==> config.mk <==
export PLATFORM = sky130hd
export DESIGN_NAME = nx_ram_access
export DESIGN_NICKNAME = d
export VERILOG_FILES = /design/src/rtl/nx_ram_access.sv
export SDC_FILE = /design/constraint.sdc
export NUM_CORES = 1
export LEC_CHECK = 0
export ABC_AREA = 1
export BUFFER_PORTS_ARGS = -buffer_cell sky130_fd_sc_hd__buf_2
export CORE_MARGIN = 1.5
export CORE_UTILIZATION = 45
export CTS_CLUSTER_SIZE = 24
export DETAILED_ROUTE_END_ITERATION = 8
export PLACE_DENSITY_LB_ADDON = 0.12
export SKIP_LAST_GASP = 1
export SYNTH_ARGS = -nofsm -noshare
export SYNTH_HDL_FRONTEND = slang
export SYNTH_SLANG_ARGS = --single-unit
==> constraint.sdc <==
create_clock -name i_clk -period 2.5 [get_ports i_clk]
set_input_delay 0 -clock i_clk [delete_from_list [all_inputs] [get_ports i_clk]]
set_output_delay 0 -clock i_clk [all_outputs]
set_load 0.05 [all_outputs]
==> src/rtl/nx_ram_access.sv <==
// nx_ram_access: valid/ready front-end for one nx_ram port with credit-guarded response FIFO.
// Define NX_RAM_ACCESS_WR_ACK_EN to return an in-order acknowledgement for every accepted write.
module nx_ram_access #(
    parameter int ADDRESS_WIDTH = 10,
    parameter int DATA_WIDTH    = 32,
    parameter int RD_LATENCY    = 1,
    parameter int RSP_DEPTH     = 4
) (
    input  logic                      i_clk,
    input  logic                      i_rst_n,
    input  logic [ADDRESS_WIDTH-1:0]  i_req_addr,
    input  logic [DATA_WIDTH-1:0]     i_req_wr_data,
    input  logic [DATA_WIDTH/8-1:0]   i_req_wr_strb,
    input  logic                      i_req_valid,
    output logic                      o_req_ready,
    output logic [ADDRESS_WIDTH-1:0]  o_ram_addr,
    output logic [DATA_WIDTH-1:0]     o_ram_wr_data,
    output logic [DATA_WIDTH/8-1:0]   o_ram_wr_en,
    output logic                      o_ram_en,
    input  logic [DATA_WIDTH-1:0]     i_ram_rd_data,
    output logic [DATA_WIDTH-1:0]     o_rsp_data,
    output logic                      o_rsp_write,
    output logic                      o_rsp_valid,
    input  logic                      i_rsp_ready
);
    localparam int PW = $clog2(RSP_DEPTH) + 1;
    localparam int IW = (RSP_DEPTH > 1) ? $clog2(RSP_DEPTH) : 1;
    localparam int CW = $clog2(RSP_DEPTH + 1);
    localparam logic [CW-1:0] DEPTH_C  = CW'(RSP_DEPTH);
    localparam logic [PW-1:0] PTR_HALF = PW'(RSP_DEPTH);
    localparam logic [PW-1:0] PTR_MAX  = PW'(2 * RSP_DEPTH - 1);

    logic                  is_rd, accept, take, push, pop, empty;
    logic [CW-1:0]         cnt;
    logic [RD_LATENCY-1:0] pipe_v;
    logic [PW-1:0]         wr_ptr, rd_ptr, wr_idx, rd_idx;
    logic [DATA_WIDTH-1:0] mem_d [RSP_DEPTH];

    function automatic logic [PW-1:0] next_ptr(input logic [PW-1:0] p);
        return (p == PTR_MAX) ? '0 : p + 1'b1;
    endfunction

    assign is_rd = ~|i_req_wr_strb;
`ifdef NX_RAM_ACCESS_WR_ACK_EN
    logic [RD_LATENCY-1:0] pipe_w;
    logic                  mem_w [RSP_DEPTH];
    assign o_req_ready = i_rst_n & (cnt < DEPTH_C);
    assign take        = accept;
    assign o_rsp_write = ~empty & mem_w[rd_idx[IW-1:0]];
`else
    assign o_req_ready = i_rst_n & (~is_rd | (cnt < DEPTH_C));
    assign take        = accept & is_rd;
    assign o_rsp_write = 1'b0;
`endif
    assign accept        = i_req_valid & o_req_ready;
    assign o_ram_en      = accept;
    assign o_ram_addr    = i_req_addr;
    assign o_ram_wr_data = i_req_wr_data;
    assign o_ram_wr_en   = accept ? i_req_wr_strb : '0;

    assign push        = pipe_v[RD_LATENCY-1];
    assign empty       = wr_ptr == rd_ptr;
    assign o_rsp_valid = ~empty;
    assign pop         = o_rsp_valid & i_rsp_ready;
    assign wr_idx      = (wr_ptr >= PTR_HALF) ? wr_ptr - PTR_HALF : wr_ptr;
    assign rd_idx      = (rd_ptr >= PTR_HALF) ? rd_ptr - PTR_HALF : rd_ptr;
    assign o_rsp_data  = empty ? '0 : mem_d[rd_idx[IW-1:0]];

    // Credits cover everything in the pipe plus the FIFO, so a push never finds the FIFO full.
    always_ff @(posedge i_clk or negedge i_rst_n) begin
        if (!i_rst_n) begin
            cnt    <= '0;
            pipe_v <= '0;
            wr_ptr <= '0;
            rd_ptr <= '0;
`ifdef NX_RAM_ACCESS_WR_ACK_EN
            pipe_w <= '0;
`endif
        end else begin
            cnt       <= cnt + CW'(take) - CW'(pop);
            pipe_v[0] <= take;
            for (int i = 1; i < RD_LATENCY; i++) pipe_v[i] <= pipe_v[i-1];
`ifdef NX_RAM_ACCESS_WR_ACK_EN
            pipe_w[0] <= accept & ~is_rd;
            for (int i = 1; i < RD_LATENCY; i++) pipe_w[i] <= pipe_w[i-1];
`endif
            if (push) wr_ptr <= next_ptr(wr_ptr);
            if (pop) rd_ptr <= next_ptr(rd_ptr);
        end
    end

    always_ff @(posedge i_clk) begin
`ifdef NX_RAM_ACCESS_WR_ACK_EN
        if (push) begin
            mem_d[wr_idx[IW-1:0]] <= pipe_w[RD_LATENCY-1] ? '0 : i_ram_rd_data;
            mem_w[wr_idx[IW-1:0]] <= pipe_w[RD_LATENCY-1];
        end
`else
        if (push) mem_d[wr_idx[IW-1:0]] <= i_ram_rd_data;
`endif
    end
endmodule

==> summary.txt <==
Finish
  – Most common cell after layout, fill and taps aside: edfxtp_1
  – Share of cells above drive strength 1: 18.7%
  – ANT cells: 0
  – Total Nets Final: 706
  – Cell area after layout: 0.00722 mm^2
  – Area delta synth->final: 18.9%
  – Commonest non-fill, non-tap cells in the layout: 128 x edfxtp_1, 103 x nor2_1, 82 x o21ai_0, 78 x buf_2, 51 x nand2_1

Worst setup path
  – Worst stage delay on the critical path: 0.41 ns
  – CP arrival: 2.62 ns
  – Startpoint Class: flip-flop
  – Worst setup EP type: flip-flop
  – R2R setup slack: 0.21 ns
  – R2r endpoint: cnt[2]$_DFF_PN0_
  – R2r startpoint: wr_ptr[0]$_DFFE_PN0P_
  – Family with the most delay on the worst path: adder cells
  – CP Class: flip-flop to flip-flop
  – Critical-path cell list: inv_1 -> nand2_1 -> nand2_2 -> nand3_4 -> nand2_2 -> inv_1 -> ha_1 -> inv_1 -> ha_1 -> fa_1 -> xnor2_1 -> xor2_1
  – Critical path buffers and inverters: 3
  – CP max-delay cell: dfrtp_1
  – Cell mode on critical path: inv_1
  – Critical Path RT: 2.83 ns
  – Reg2Reg Depth: 12
  – Crit-path max FO: 5

Global route
  – Total global-route track usage: 17.7%
  – Vias in the first global route: 3836
  – GRT overflow: 0
  – First-pass GRT wire length: 19.0 mm
  – Initial antenna violation count: 0
  – Largest net degree at the start of global routing: 67

Floorplanning
  – DIE WIDTH: 119 um
  – Row count: 42
  – Die footprint: 0.0142 mm^2
  – I/O pin cnt: 164
  – Starting Density: 46.1%
  – Core ar.: 0.0132 mm^2
  – Die Y: 119 um

Run status
  – Status: completed

Placed design
  – Pre-CTS setup slack: 0.228 ns
  – Final GP Congestion: 0.742
  – IO Port Bufs: 78
  – DP Area: 0.00633 mm^2
  – Post-DP HPWL: 6.44 mm

STA
  – Slew Limit Fails: 0
  – Rel. slew slack: 55.1%
  – Final worst setup slack: 0.212 ns
  – Setup TNS: 0 ns
  – Hold slack: 0.0000181 ns
  – RSZ-0062 raised after global routing: false
  – Final Hold Viols: 0
  – Fmax: 437 MHz
  – Period minus WS final: 2.29 ns
  – Slew @ Worst Pin: 0.669 ns
  – Worst Skew: 0.0101 ns
  – Finish-stage setup viols: 0
  – Final Cycle Share: 91.5%

Route
  – Routed vias/inst: 4.82
  – DR iter-0 viols: 206
  – Post-Route WL: 11.5 mm
  – Post-DRT Antenna Nets: 0
  – Detailed-router iteration count before antenna repair: 4
  – Detailed-route wire length per cell: 14.4 um
  – Vias: 3868
  – Remaining DRCs: 0

Pwr
  – Ratio of total power to cell area: 1210 mW/mm^2
  – Net Sw Power: 3.87 mW
  – Sw Share: 44.3%
  – Clock Power Share: 25.2%
  – IR Drop Worst-Case VDD: 808 uV
  – Cell Int Power: 4.86 mW
  – Combinational share of power: 44.4%
  – Sequential power share: 30.5%
  – Pleak: 2.93 nW

Min path
  – Worst hold path type: input port to output port
  – Hold Crit Depth: 0
  – Worst Hold End: o_ram_wr_data[7]
  – Hold_sp: i_req_wr_data[7]

Synthesis
  – Post-synthesis sequential area ratio: 67.4%
  – Synthesized instance count: 537
  – Cell Area, Synth: 0.00608 mm^2
  – #FFs+latches synth: 138
  – Syn Area/Cell: 11.3 um^2
  – Syn nets: 629
  – Yosys cell types: 23
  – Syn. warnings: 0

Clocking
  – CTS Buf Count: 17
  – Clk sink count: 138
  – Latest clock arrival within the worst-skew pair: 0.42 ns
  – Root buffer cell: clkbuf_16
  – H-tree levels: 4
  – Clock transition at path regs: 0.05 ns
  – CTS tree: done
  – Clock Tree Buf Depth: 2
  – CTS resizes: 0

Flow run
  – Number of max-cap violations: 0
[registers in the layout, summed over array words and instances (netlist names)]
signal,flops
cnt,3
wr_ptr,3
pipe_v,1
mem_d,128
rd_ptr,3
[kinds of logic after synthesis]
family	Yosys count	synth area share [%]
adders and majority gates	10	2.18
AOI/OAI and AO/OA	99	8.15
DFF	138	67.4
buffers and inverters	122	11.2
other	1	0.0617
and+or+nand+nor	164	10.6
xor gates and xnor gates	3	0.432
[cell usage after synthesis (all sizes together)]
cell type | count | share of area (%)
edfxtp | 128 | 63
nor2 | 103 | 6.4
o21ai | 99 | 8.2
buf | 59 | 7.3
inv | 54 | 3.3
nand2 | 53 | 3.4
dfrtp | 10 | 4.1
clkbuf | 9 | 0.56
ha | 9 | 1.9
nand3 | 6 | 0.70
xnor2 | 2 | 0.29
conb | 1 | 0.062
fa | 1 | 0.33
nand4 | 1 | 0.10
nor4 | 1 | 0.10
xor2 | 1 | 0.14
[cell type report]
cell class	instances	area [um^2]
Clock buffer	20	437
Clock inverter	11	81.3
Fill cell	1180	5970
Inverter	54	203
Multi-Input combinational cell	277	1300
Sequential cell	138	4100
Tap cell	176	220
Timing Repair Buffer	126	883
[worst max path at each step]
stage,startpoint,to,slack (ns),cells past startpoint
6_report,wr_ptr[0]$_DFFE_PN0P_,cnt[2]$_DFF_PN0_,0.21,12
5_1_grt,rd_ptr[0]$_DFFE_PN0P_,o_rsp_data[16],0.02,7
4_1_cts,rd_ptr[0]$_DFFE_PN0P_,o_rsp_data[1],0.19,7
3_5_place_dp,wr_ptr[0]$_DFFE_PN0P_,cnt[2]$_DFF_PN0_,0.23,12
3_3_place_gp,wr_ptr[1]$_DFFE_PN0P_,cnt[2]$_DFF_PN0_,0.34,10
2_1_floorplan,rd_ptr[0]$_DFFE_PN0P_,cnt[2]$_DFF_PN0_,0.25,13
[metrics by stage]
stage	power (mW)	util [%]	instances
global route	9.28	54.8	802
floorplan	5.98	-	537
detailed placement	6.58	48.0	733
global placement	6.54	48.0	733
CTS	8.85	54.8	802
finish	8.73	54.8	802
[power by group through the flow]
stage	logic [mW]	clock network (mW)	registers [mW]
2_1_floorplan	3.29	0	2.69
3_3_place_gp	3.84	0	2.70
3_5_place_dp	3.88	0	2.70
4_1_cts	3.93	2.25	2.66
5_1_grt	4.25	2.36	2.67
6_report	3.87	2.20	2.66
[routing by layer]
| layer | up-vias | wire (um) | track usage [%] |
|---|---|---|---|
| met5 | - | 0 | 0 |
| met4 | 0 | 191 | 8.06 |
| met3 | 22 | 528 | 5.94 |
| met2 | 84 | 5740 | 29.3 |
| met1 | 1853 | 5090 | 21.1 |
| li1 | 1909 | - | - |
[repair_timing]
action,4_1_cts,5_1_grt
buffers inserted,0,0
endpoints found under the hold margin,142,0
hold buffers,38,0
Power figures use the tool's default switching activity.
